<file path="src/rtl/alu_accumulator.sv">
// Command/accumulator stage around a combinational 16-bit ALU: accepts a command,
// drives registered operands, captures the result and maintains an accumulator.
module alu_accumulator #(
    parameter int          CNT_W  = 8,
    parameter logic [3:0]  CLR_OP = 4'b1111
) (
    input  logic             clk,
    input  logic             rst,
    input  logic             cmd_valid,
    output logic             cmd_ready,
    input  logic [3:0]       cmd_op,
    input  logic [15:0]      cmd_a,
    input  logic [15:0]      cmd_b,
    input  logic             cmd_src_acc,
    output logic [15:0]      alu_a,
    output logic [15:0]      alu_b,
    output logic [3:0]       alu_op,
    input  logic [31:0]      alu_result,
    input  logic [1:0]       alu_error,
    output logic             res_valid,
    input  logic             res_ready,
    output logic [31:0]      res_data,
    output logic [1:0]       res_error,
    output logic [31:0]      acc,
    output logic [1:0]       sticky_error,
    output logic [CNT_W-1:0] op_count
);

    typedef enum logic [1:0] {IDLE, ISSUE, CAPTURE, OUT} state_t;

    state_t state;

    assign cmd_ready = (state == IDLE);

    always_ff @(posedge clk) begin
        if (rst) begin
            state        <= IDLE;
            alu_a        <= '0;
            alu_b        <= '0;
            alu_op       <= '0;
            res_valid    <= 1'b0;
            res_data     <= '0;
            res_error    <= '0;
            acc          <= '0;
            sticky_error <= '0;
            op_count     <= '0;
        end else begin
            case (state)
                IDLE: begin
                    if (cmd_valid) begin
                        alu_a <= cmd_src_acc ? acc[15:0] : cmd_a;
                        alu_b <= cmd_b;
                        // The clear opcode never reaches the ALU, so alu_op keeps its last value.
                        if (cmd_op == CLR_OP) begin
                            res_data     <= '0;
                            res_error    <= '0;
                            acc          <= '0;
                            sticky_error <= '0;
                            res_valid    <= 1'b1;
                            state        <= OUT;
                        end else begin
                            alu_op <= cmd_op;
                            state  <= ISSUE;
                        end
                    end
                end
                ISSUE: begin
                    state <= CAPTURE;
                end
                CAPTURE: begin
                    res_data  <= alu_result;
                    res_error <= alu_error;
                    if (alu_error == '0) begin
                        acc <= alu_result;
                    end else begin
                        sticky_error <= sticky_error | alu_error;
                    end
                    res_valid <= 1'b1;
                    state     <= OUT;
                end
                OUT: begin
                    if (res_ready) begin
                        op_count  <= op_count + CNT_W'(1);
                        res_valid <= 1'b0;
                        state     <= IDLE;
                    end
                end
                default: begin
                    state <= IDLE;
                end
            endcase
        end
    end

endmodule
</file>
<file path="config.mk">
export PLATFORM = sky130hd
export DESIGN_NAME = alu_accumulator
export DESIGN_NICKNAME = d
export VERILOG_FILES = /design/src/rtl/alu_accumulator.sv
export SDC_FILE = /design/constraint.sdc
export NUM_CORES = 1
export LEC_CHECK = 0
export CORE_MARGIN = 2
export CORE_UTILIZATION = 46
export CTS_CLUSTER_DIAMETER = 80
export DETAILED_ROUTE_END_ITERATION = 8
export PLACE_DENSITY = 0.85
export SETUP_SLACK_MARGIN = 0.2
export SYNTH_ARGS = -nofsm -noshare
export SYNTH_HDL_FRONTEND = slang
export SYNTH_SLANG_ARGS = --single-unit
</file>
<file path="constraint.sdc">
create_clock -name clk -period 4.2 [get_ports clk]
set_clock_uncertainty 0.05 [all_clocks]
set_input_delay 0.84 -clock clk [delete_from_list [all_inputs] [get_ports clk]]
set_output_delay 0.84 -clock clk [all_outputs]
set_load 0.1 [all_outputs]
</file>
Yosys cells after proc, flatten, opt, wreduce, memory -nomap -nowiden
Cells that the tools add are included.
- mux-type cells: 19
- equality and inequality tests: 9
- reduce and logical (&&, ||, !) cells: 12
- bitwise logic cells: 2
- $add $sub $neg: 1
- operators with widths (operator ; number):
    $pmux 32 s2 ; 2
    $mux 32 ; 3
    $mux 16 ; 1
    $mux 2 ; 6
    $reduce_and 4->1 ; 3
    $add 8x1->8 const B ; 1
    $ne 2x2->1 const B ; 4
    $pmux 2 s2 ; 2
    $pmux 2 s4 ; 1
    $reduce_and 2->1 ; 3
    $reduce_and 3->1 ; 2
    $eq 2x2->1 const B ; 2
    $eq 4x4->1 const B ; 1
    $logic_not 2->1 ; 2
    $mux 1 ; 3
    $pmux 1 s3 ; 1
    $reduce_bool 3->1 ; 1
    $eq 2x1->1 const B ; 1
    $ne 2x1->1 const B ; 1
    $or 2x2->2 ; 1
    $reduce_bool 2->1 ; 1
    $not 1->1 ; 1
- logic and storage cells: 53
- register bits: 115
- output and inout port bits: 114

Depth between registers and ports, before layout
Gate-level depths: netlist of run 1.
- depth after elaboration: 4
- gate-level depth with buffers: 7

Least setup slack after synthesis of run 1
Ideal clock, no wire load.
- path kind: register to register
- start: register state[0]
- end: register res_data[0]
- path buffers: 2
- arrival time: 2277 ps
- setup slack: 1754 ps
- library setup time: 119 ps
- period minus slack after synthesis: 2446 ps
- stages on the path, launching flop included: 8
- cell sequence: dfxtp_1 inv_1 ha_1 o21ai_2 and3_1 buf_6 buf_6 a22o_1
- word-level cells in the longest chain between the ends: 3
- RTL lines (what ; RTL line ; RTL):
    start: declaration ; 31 ; state_t state;
    start signal: assignment ; 37 ; state <= IDLE;
    start signal: assignment ; 60 ; state <= OUT;
    start signal: assignment ; 63 ; state <= ISSUE;
    $logic_not 2->1 * ; n/a ;
    net cmd_ready ; 10 ; output logic cmd_ready,
    $ne 2x1->1 (no line), or another cell as far along ; n/a ;
    $reduce_and 3->1 (no line) ; n/a ;
    end signal: assignment ; 71 ; res_data <= alu_result;
    end: declaration ; 22 ; output logic [31:0] res_data,
The timed path passes the listed nets; every way through them passes the cells marked *.
A chain may end at the register's enable or synchronous reset.

Worst setup path after layout of run 1
- start: register acc[14]
- end: output port acc[14]
- RTL lines (what ; RTL line ; RTL):
    start: declaration ; 24 ; output logic [31:0] acc,
    start signal: assignment ; 74 ; acc <= alu_result;
No word-level cell between the ends.

==> results of run 1 <==
worst max path at each step:
stage	from	endpoint	slack [ns]	cells after the start
floorplan	state[0]	res_data[0]	1.75	7
global placement	cmd_op[2]	res_data[21]	1.18	6
detailed placement	cmd_op[0]	res_data[15]	1.10	6
CTS	acc[14]	acc[14]	1.17	1
global route	op_count[0]	op_count[0]	1.15	1
finish	acc[14]	acc[14]	1.19	1
final cells by class:
class	count	area share (%)
Clock buffer	20	6.247
Tap cell	133	2.334
Multi-Input combinational cell	328	28.85
Timing Repair Buffer	193	26.81
Inverter	6	0.3158
Clock inverter	12	3.158
Sequential cell	115	32.29
where the power goes:
part | internal (mW) | leakage [nW] | switching (mW)
registers | 1.23 | 0.934 | 0.0821
logic | 0.449 | 1.26 | 1.47
clock network | 1.12 | 0.330 | 0.509
cell usage after synthesis:
| cell | count | area share (%) |
|---|---|---|
| a211oi_1 | 20 | 3.3 |
| o221a_2 | 4 | 0.99 |
| o21ai_2 | 1 | 0.19 |
| a21oi_2 | 1 | 0.19 |
| nand3_1 | 4 | 0.44 |
| nor4_4 | 1 | 0.47 |
| or2_1 | 1 | 0.14 |
| xnor2_1 | 3 | 0.58 |
| and2_1 | 1 | 0.14 |
| a21oi_1 | 19 | 2.1 |
| a31oi_1 | 32 | 4.4 |
| clkbuf_1 | 9 | 0.74 |
| dfxtp_1 | 115 | 50 |
| nor2_1 | 26 | 2.1 |
| nand4_4 | 1 | 0.47 |
| nor2b_1 | 3 | 0.41 |
| nand4_1 | 1 | 0.14 |
| buf_6 | 4 | 0.99 |
| nor4b_4 | 1 | 0.52 |
| buf_1 | 2 | 0.16 |
| inv_2 | 1 | 0.082 |
| nor3_1 | 2 | 0.22 |
| and4_1 | 1 | 0.19 |
| nor4_1 | 1 | 0.14 |
| a2111oi_2 | 1 | 0.33 |
| a22oi_1 | 32 | 5.3 |
| or2_2 | 1 | 0.14 |
| and3_1 | 1 | 0.14 |
| xor2_1 | 2 | 0.38 |
| buf_2 | 22 | 2.4 |
| nand2_1 | 103 | 8.5 |
| inv_1 | 5 | 0.41 |
| mux2i_1 | 16 | 3.5 |
| a22o_1 | 34 | 6.5 |
| ha_1 | 6 | 1.6 |
| a21boi_2 | 1 | 0.25 |
| or3_1 | 3 | 0.41 |
| a32oi_1 | 2 | 0.38 |
| o21ai_0 | 3 | 0.33 |
cells by family (layout without fill, tap and decap cells):
group,Yosys count,count (layout),share of synthesized area (%)
AND/OR/NAND/NOR,151,151,14.54
buffers and inverters,43,231,4.792
flip-flops,115,115,50.38
XOR/XNOR,5,5,0.9586
multiplexers,16,16,3.505
AO/OA/AOI/OAI,150,150,24.18
adder cells (fa/ha/maj),6,6,1.643
per-layer routing:
metal / up-vias / share of wire [%]
met5: - / 0
met4: 0 / 1.8
met3: 22 / 7.3
met2: 196 / 49
met1: 2203 / 42
li1: 2119 / -
per-stage QoR:
step	hold WS (ns)	util (%)	cells	power, mW
6_report	0.4032	73.29	807	4.856
5_1_grt	0.4287	73.29	807	5.012
4_1_cts	0.4055	73.29	807	4.868
3_5_place_dp	0.3976	66.40	775	3.237
3_3_place_gp	0.3909	66.40	775	3.195
2_1_floorplan	0.4760	-	486	2.773
flip-flops by register name, indices dropped and copies added, names as in the netlist:
register and cells:
alu_op 4, res_error 2, alu_a 16, sticky_error 2, op_count 8, res_data 32, state 2, res_valid 1
acc 32, alu_b 16
==> impl_metrics.env, run 1 <==
export IMPL_antenna_found_initial=0
export IMPL_period_needed_ns=3.015
export IMPL_finalCritPeriodShare_pct=71.78
export IMPL_dpl_hpwl_mm=9.425
export IMPL_area_growth_pct=56.05
export IMPL_drtIter0Drc=250
export IMPL_crit_path_cell_trace="clkdlybuf4s50_1"
export IMPL_top_usage_layer="met2"
export IMPL_syn_inst=486
export IMPL_tns_ns=0
export IMPL_die_h_um=103.7
export IMPL_nNetsFinal=742
export IMPL_fin_area_mm2=0.007131
export IMPL_clk_pin_slew_ns=0.06
export IMPL_core_area_mm2=0.009729
export IMPL_drive_gt1_share_pct=7.715
export IMPL_cts_sinks=115
export IMPL_final_common_cell="clkdlybuf4s50_1"
export IMPL_cts_buffer_depth=2
export IMPL_dr_total_vias=4540
export IMPL_grt_pass1_wl_mm=22.94
export IMPL_dr_pass1_iters=5
export IMPL_via_per_inst=5.626
export IMPL_rsz0062_at_grt="false"
export IMPL_gr_total_overflow=0
export IMPL_reg2reg_slack_ns=1.56
export IMPL_worst_slew_pin_slew_ns=1.191
export IMPL_ant_nets=0
export IMPL_powerDensity_mw_per_mm2=681.0
export IMPL_end_kind="output pin"
export IMPL_worstPathRequired_ns=3.31
export IMPL_grt_met3_usage_pct=6.923
export IMPL_max_freq_mhz=331.7
export IMPL_hold_viol_final=0
export IMPL_avgSynthCellArea_um2=9.402
export IMPL_worstPathArrival_ns=2.12
export IMPL_io_buffers=188
export IMPL_reg2reg_to="acc[2]"
export IMPL_finalSetupViolations=0
export IMPL_grt_max_degree=62
export IMPL_cts_buffers=17
export IMPL_grt_util_met1_pct=31.63
export IMPL_cts_tree="yes"
export IMPL_layout_common_cells="clkdlybuf4s50_1 (186), dfxtp_1 (115), nand2_1 (103)"
export IMPL_regArea_mm2=0.002302
export IMPL_place_worst_setup_slack_ns=1.098
export IMPL_slew_headroom_pct=20.39
export IMPL_critPathLaunchType="flip-flop"
export IMPL_dieArea_mm2=0.01075
export IMPL_path_buf_inv=1
export IMPL_gp_congestion=0.7845
export IMPL_root_buffer="clkbuf_8"
export IMPL_status="finished clean"
export IMPL_p_leak_nw=2.524
export IMPL_cap_violations=0
export IMPL_rows=36
export IMPL_peakVddDrop_mv=0.3889
export IMPL_critPathMaxStageDelay_ns=1.19
export IMPL_synth_seq_cells=115
export IMPL_clkLatencyLatePin_ns=0.50
export IMPL_synth_fp_nets=567
export IMPL_setup_ws_ns=1.185
export IMPL_htreeDepth=4
export IMPL_ys_warnings_count=0
export IMPL_placed_area_mm2=0.006460
export IMPL_antennaDiodeCount=0
export IMPL_netlist_cell_type_count=39
export IMPL_fillCellCount=711
export IMPL_track_usage_pct=26.14
export IMPL_r2r_cells=6
export IMPL_ys_seq_area_share_pct=50.38
export IMPL_hold_path_class="flip-flop to flip-flop"
export IMPL_netlist_area_mm2=0.004569
export IMPL_whs_endpoint="alu_b[8]"
export IMPL_rr_startpoint="state[0]"
export IMPL_crit_family="buffers and inverters"
export IMPL_worstHoldStart="alu_b[8]"
export IMPL_gr_usage_met2_pct=44.37
export IMPL_die_w_um=103.7
export IMPL_post_cts_buffers=0
export IMPL_num_io_pins=189
export IMPL_cp_max_fo=4
export IMPL_hold_depth=2
export IMPL_avgRoutedWirePerCell_um=17.82
export IMPL_drc=0
export IMPL_multi_input_area_mm2=0.002057
export IMPL_path_class="flip-flop to output pin"
export IMPL_cpMaxStageDelayCell="clkdlybuf4s50_1"
export IMPL_start_util_pct=46.97
export IMPL_hold_buffers=0
export IMPL_wl_mm=14.38
export IMPL_first_global_vias=4530
export IMPL_maxSlewViolCount=0
export IMPL_post_cts_resize_count=0
Power figures use the tool's default switching activity.
==> run 2: changes to the inputs <==
CORE_UTILIZATION = 43   (was 46)
PLACE_DENSITY = 0.8   (was 0.85)
clock period = 2.9 ns   (was 4.2 ns; I/O delays follow)
==> impl_metrics.env, run 2 (synthesis results as in run 1) <==
export IMPL_finalCritPeriodShare_pct=82.59
export IMPL_place_worst_setup_slack_ns=0.4751
export IMPL_peakVddDrop_mv=0.5757
export IMPL_avgRoutedWirePerCell_um=16.81
export IMPL_worst_slew_pin_slew_ns=0.6892
export IMPL_dr_total_vias=4403
export IMPL_p_int_mw=3.966
export IMPL_wl_mm=13.74
export IMPL_first_global_vias=4227
export IMPL_drc=0
export IMPL_slew_headroom_pct=54.05
export IMPL_worstPathArrival_ns=1.77
export IMPL_io_buffers=188
export IMPL_switching_share_pct=42.84
export IMPL_cap_violations=0
export IMPL_worstPathRequired_ns=2.27
export IMPL_power_frac_comb_pct=39.8
export IMPL_antennaDiodeCount=0
export IMPL_cts_buffers=17
export IMPL_clk_pin_slew_ns=0.06
export IMPL_reg_top3="acc x32, res_data x32"
export IMPL_tns_ns=0
export IMPL_drtIter0Drc=308
export IMPL_cts_tree="yes"
export IMPL_htreeDepth=4
export IMPL_dr_pass1_iters=5
export IMPL_drive_gt1_share_pct=25.40
export IMPL_nNetsFinal=749
export IMPL_grt_max_degree=65
export IMPL_powerDensity_mw_per_mm2=1006
export IMPL_track_usage_pct=23.65
export IMPL_status="finished clean"
export IMPL_dpl_hpwl_mm=9.327
export IMPL_grt_pass1_wl_mm=21.53
export IMPL_layout_common_cells="buf_4 (126), dfxtp_1 (115), nand2_1 (103)"
export IMPL_cts_buffer_depth=2
export IMPL_antenna_found_initial=0
export IMPL_multi_input_area_mm2=0.002064
export IMPL_end_kind="output pin"
export IMPL_gp_congestion=0.8230
export IMPL_max_freq_mhz=417.5
export IMPL_core_area_mm2=0.01032
export IMPL_via_per_inst=5.389
export IMPL_die_h_um=107.1
export IMPL_fillCellCount=792
export IMPL_setup_ws_ns=0.5048
export IMPL_power_switching_mw=2.972
export IMPL_post_cts_buffers=0
export IMPL_regArea_mm2=0.002302
export IMPL_rows=37
export IMPL_p_leak_nw=2.764
export IMPL_path_class="flip-flop to output pin"
export IMPL_cp_max_fo=9
export IMPL_p_clk_share_pct=32.8
export IMPL_pwr_share_seq_pct=27.4
export IMPL_start_util_pct=44.26
export IMPL_period_needed_ns=2.395
export IMPL_post_cts_resize_count=0
export IMPL_clkLatencyLatePin_ns=0.49
export IMPL_gr_total_overflow=0
export IMPL_num_io_pins=189
export IMPL_hold_viol_final=0
export IMPL_hold_path_class="flip-flop to flip-flop"
export IMPL_rsz0062_at_grt="false"
export IMPL_dieArea_mm2=0.01147
export IMPL_critPathLaunchType="flip-flop"
export IMPL_maxSlewViolCount=0
export IMPL_root_buffer="clkbuf_8"
export IMPL_finalSetupViolations=0
export IMPL_area_growth_pct=50.99
export IMPL_hold_buffers=0
export IMPL_die_w_um=107.1
export IMPL_final_common_cell="buf_4"
export IMPL_ant_nets=0
export IMPL_cts_sinks=115
export IMPL_utilization_pct=66.83
-- run 2: cell types whose count changed in the layout (fill, tap and decap cells not counted), sizes merged --
cell and delta:
clkdlybuf4s50 -113, clkinvlp +4, clkinv -1, buf +120, bufinv -1, inv -2
-- run 2: critical path, cell delays in order, from the launching register on --
cell and delay (ns):
dfxtp_1 0.34, inv_1 0.13, ha_1 0.42, buf_4 0.38
-- run 2: layout make-up --
type                    count  area share (%)
well taps                 136           2.466
flip-flops and latches    115           33.37
multi-input cells         328           29.92
inverters                   6          0.3264
clock buffers              20           6.601
clock inverters            12           2.938
repair buffers            200           24.37
-- run 2: power groups by stage --
stage	registers, mW	logic, mW	clock network, mW
after floorplan	3.20	0.818	0
after global placement	1.92	2.72	0
after detailed placement	1.93	2.75	0
after CTS	1.90	2.76	2.31
after global routing	1.92	2.89	2.39
final	1.90	2.76	2.28
-- run 2: worst paths after layout --
check	slack, ns	to	cells after the start	start
setup / recovery	0.50	cmd_ready	3	state[1]
setup reg to reg	0.82	sticky_error[1]	6	state[1]
hold / removal	0.41	alu_b[5]	2	alu_b[5]
hold reg to reg	0.41	alu_b[5]	2	alu_b[5]
-- run 2: layer usage --
metal	share of wire [%]	GRT usage (%)	vias to the layer above	wire, µm
li1	-	-	2128	-
met1	42	29.53	2083	5783
met2	49	39.29	180	6742
met3	7.8	6.809	12	1069
met4	1.0	7.514	0	142
met5	0	0	-	0
-- run 2: through the flow --
step | total power, mW | hold WS (ns) | instances | instance area [µm²]
2_1_floorplan | 4.016 | 0.4760 | 486 | 4569
3_3_place_gp | 4.637 | 0.3944 | 785 | 6241
3_5_place_dp | 4.680 | 0.4020 | 785 | 6241
4_1_cts | 6.968 | 0.4075 | 817 | 6899
5_1_grt | 7.205 | 0.4213 | 817 | 6899
6_report | 6.938 | 0.4074 | 817 | 6899
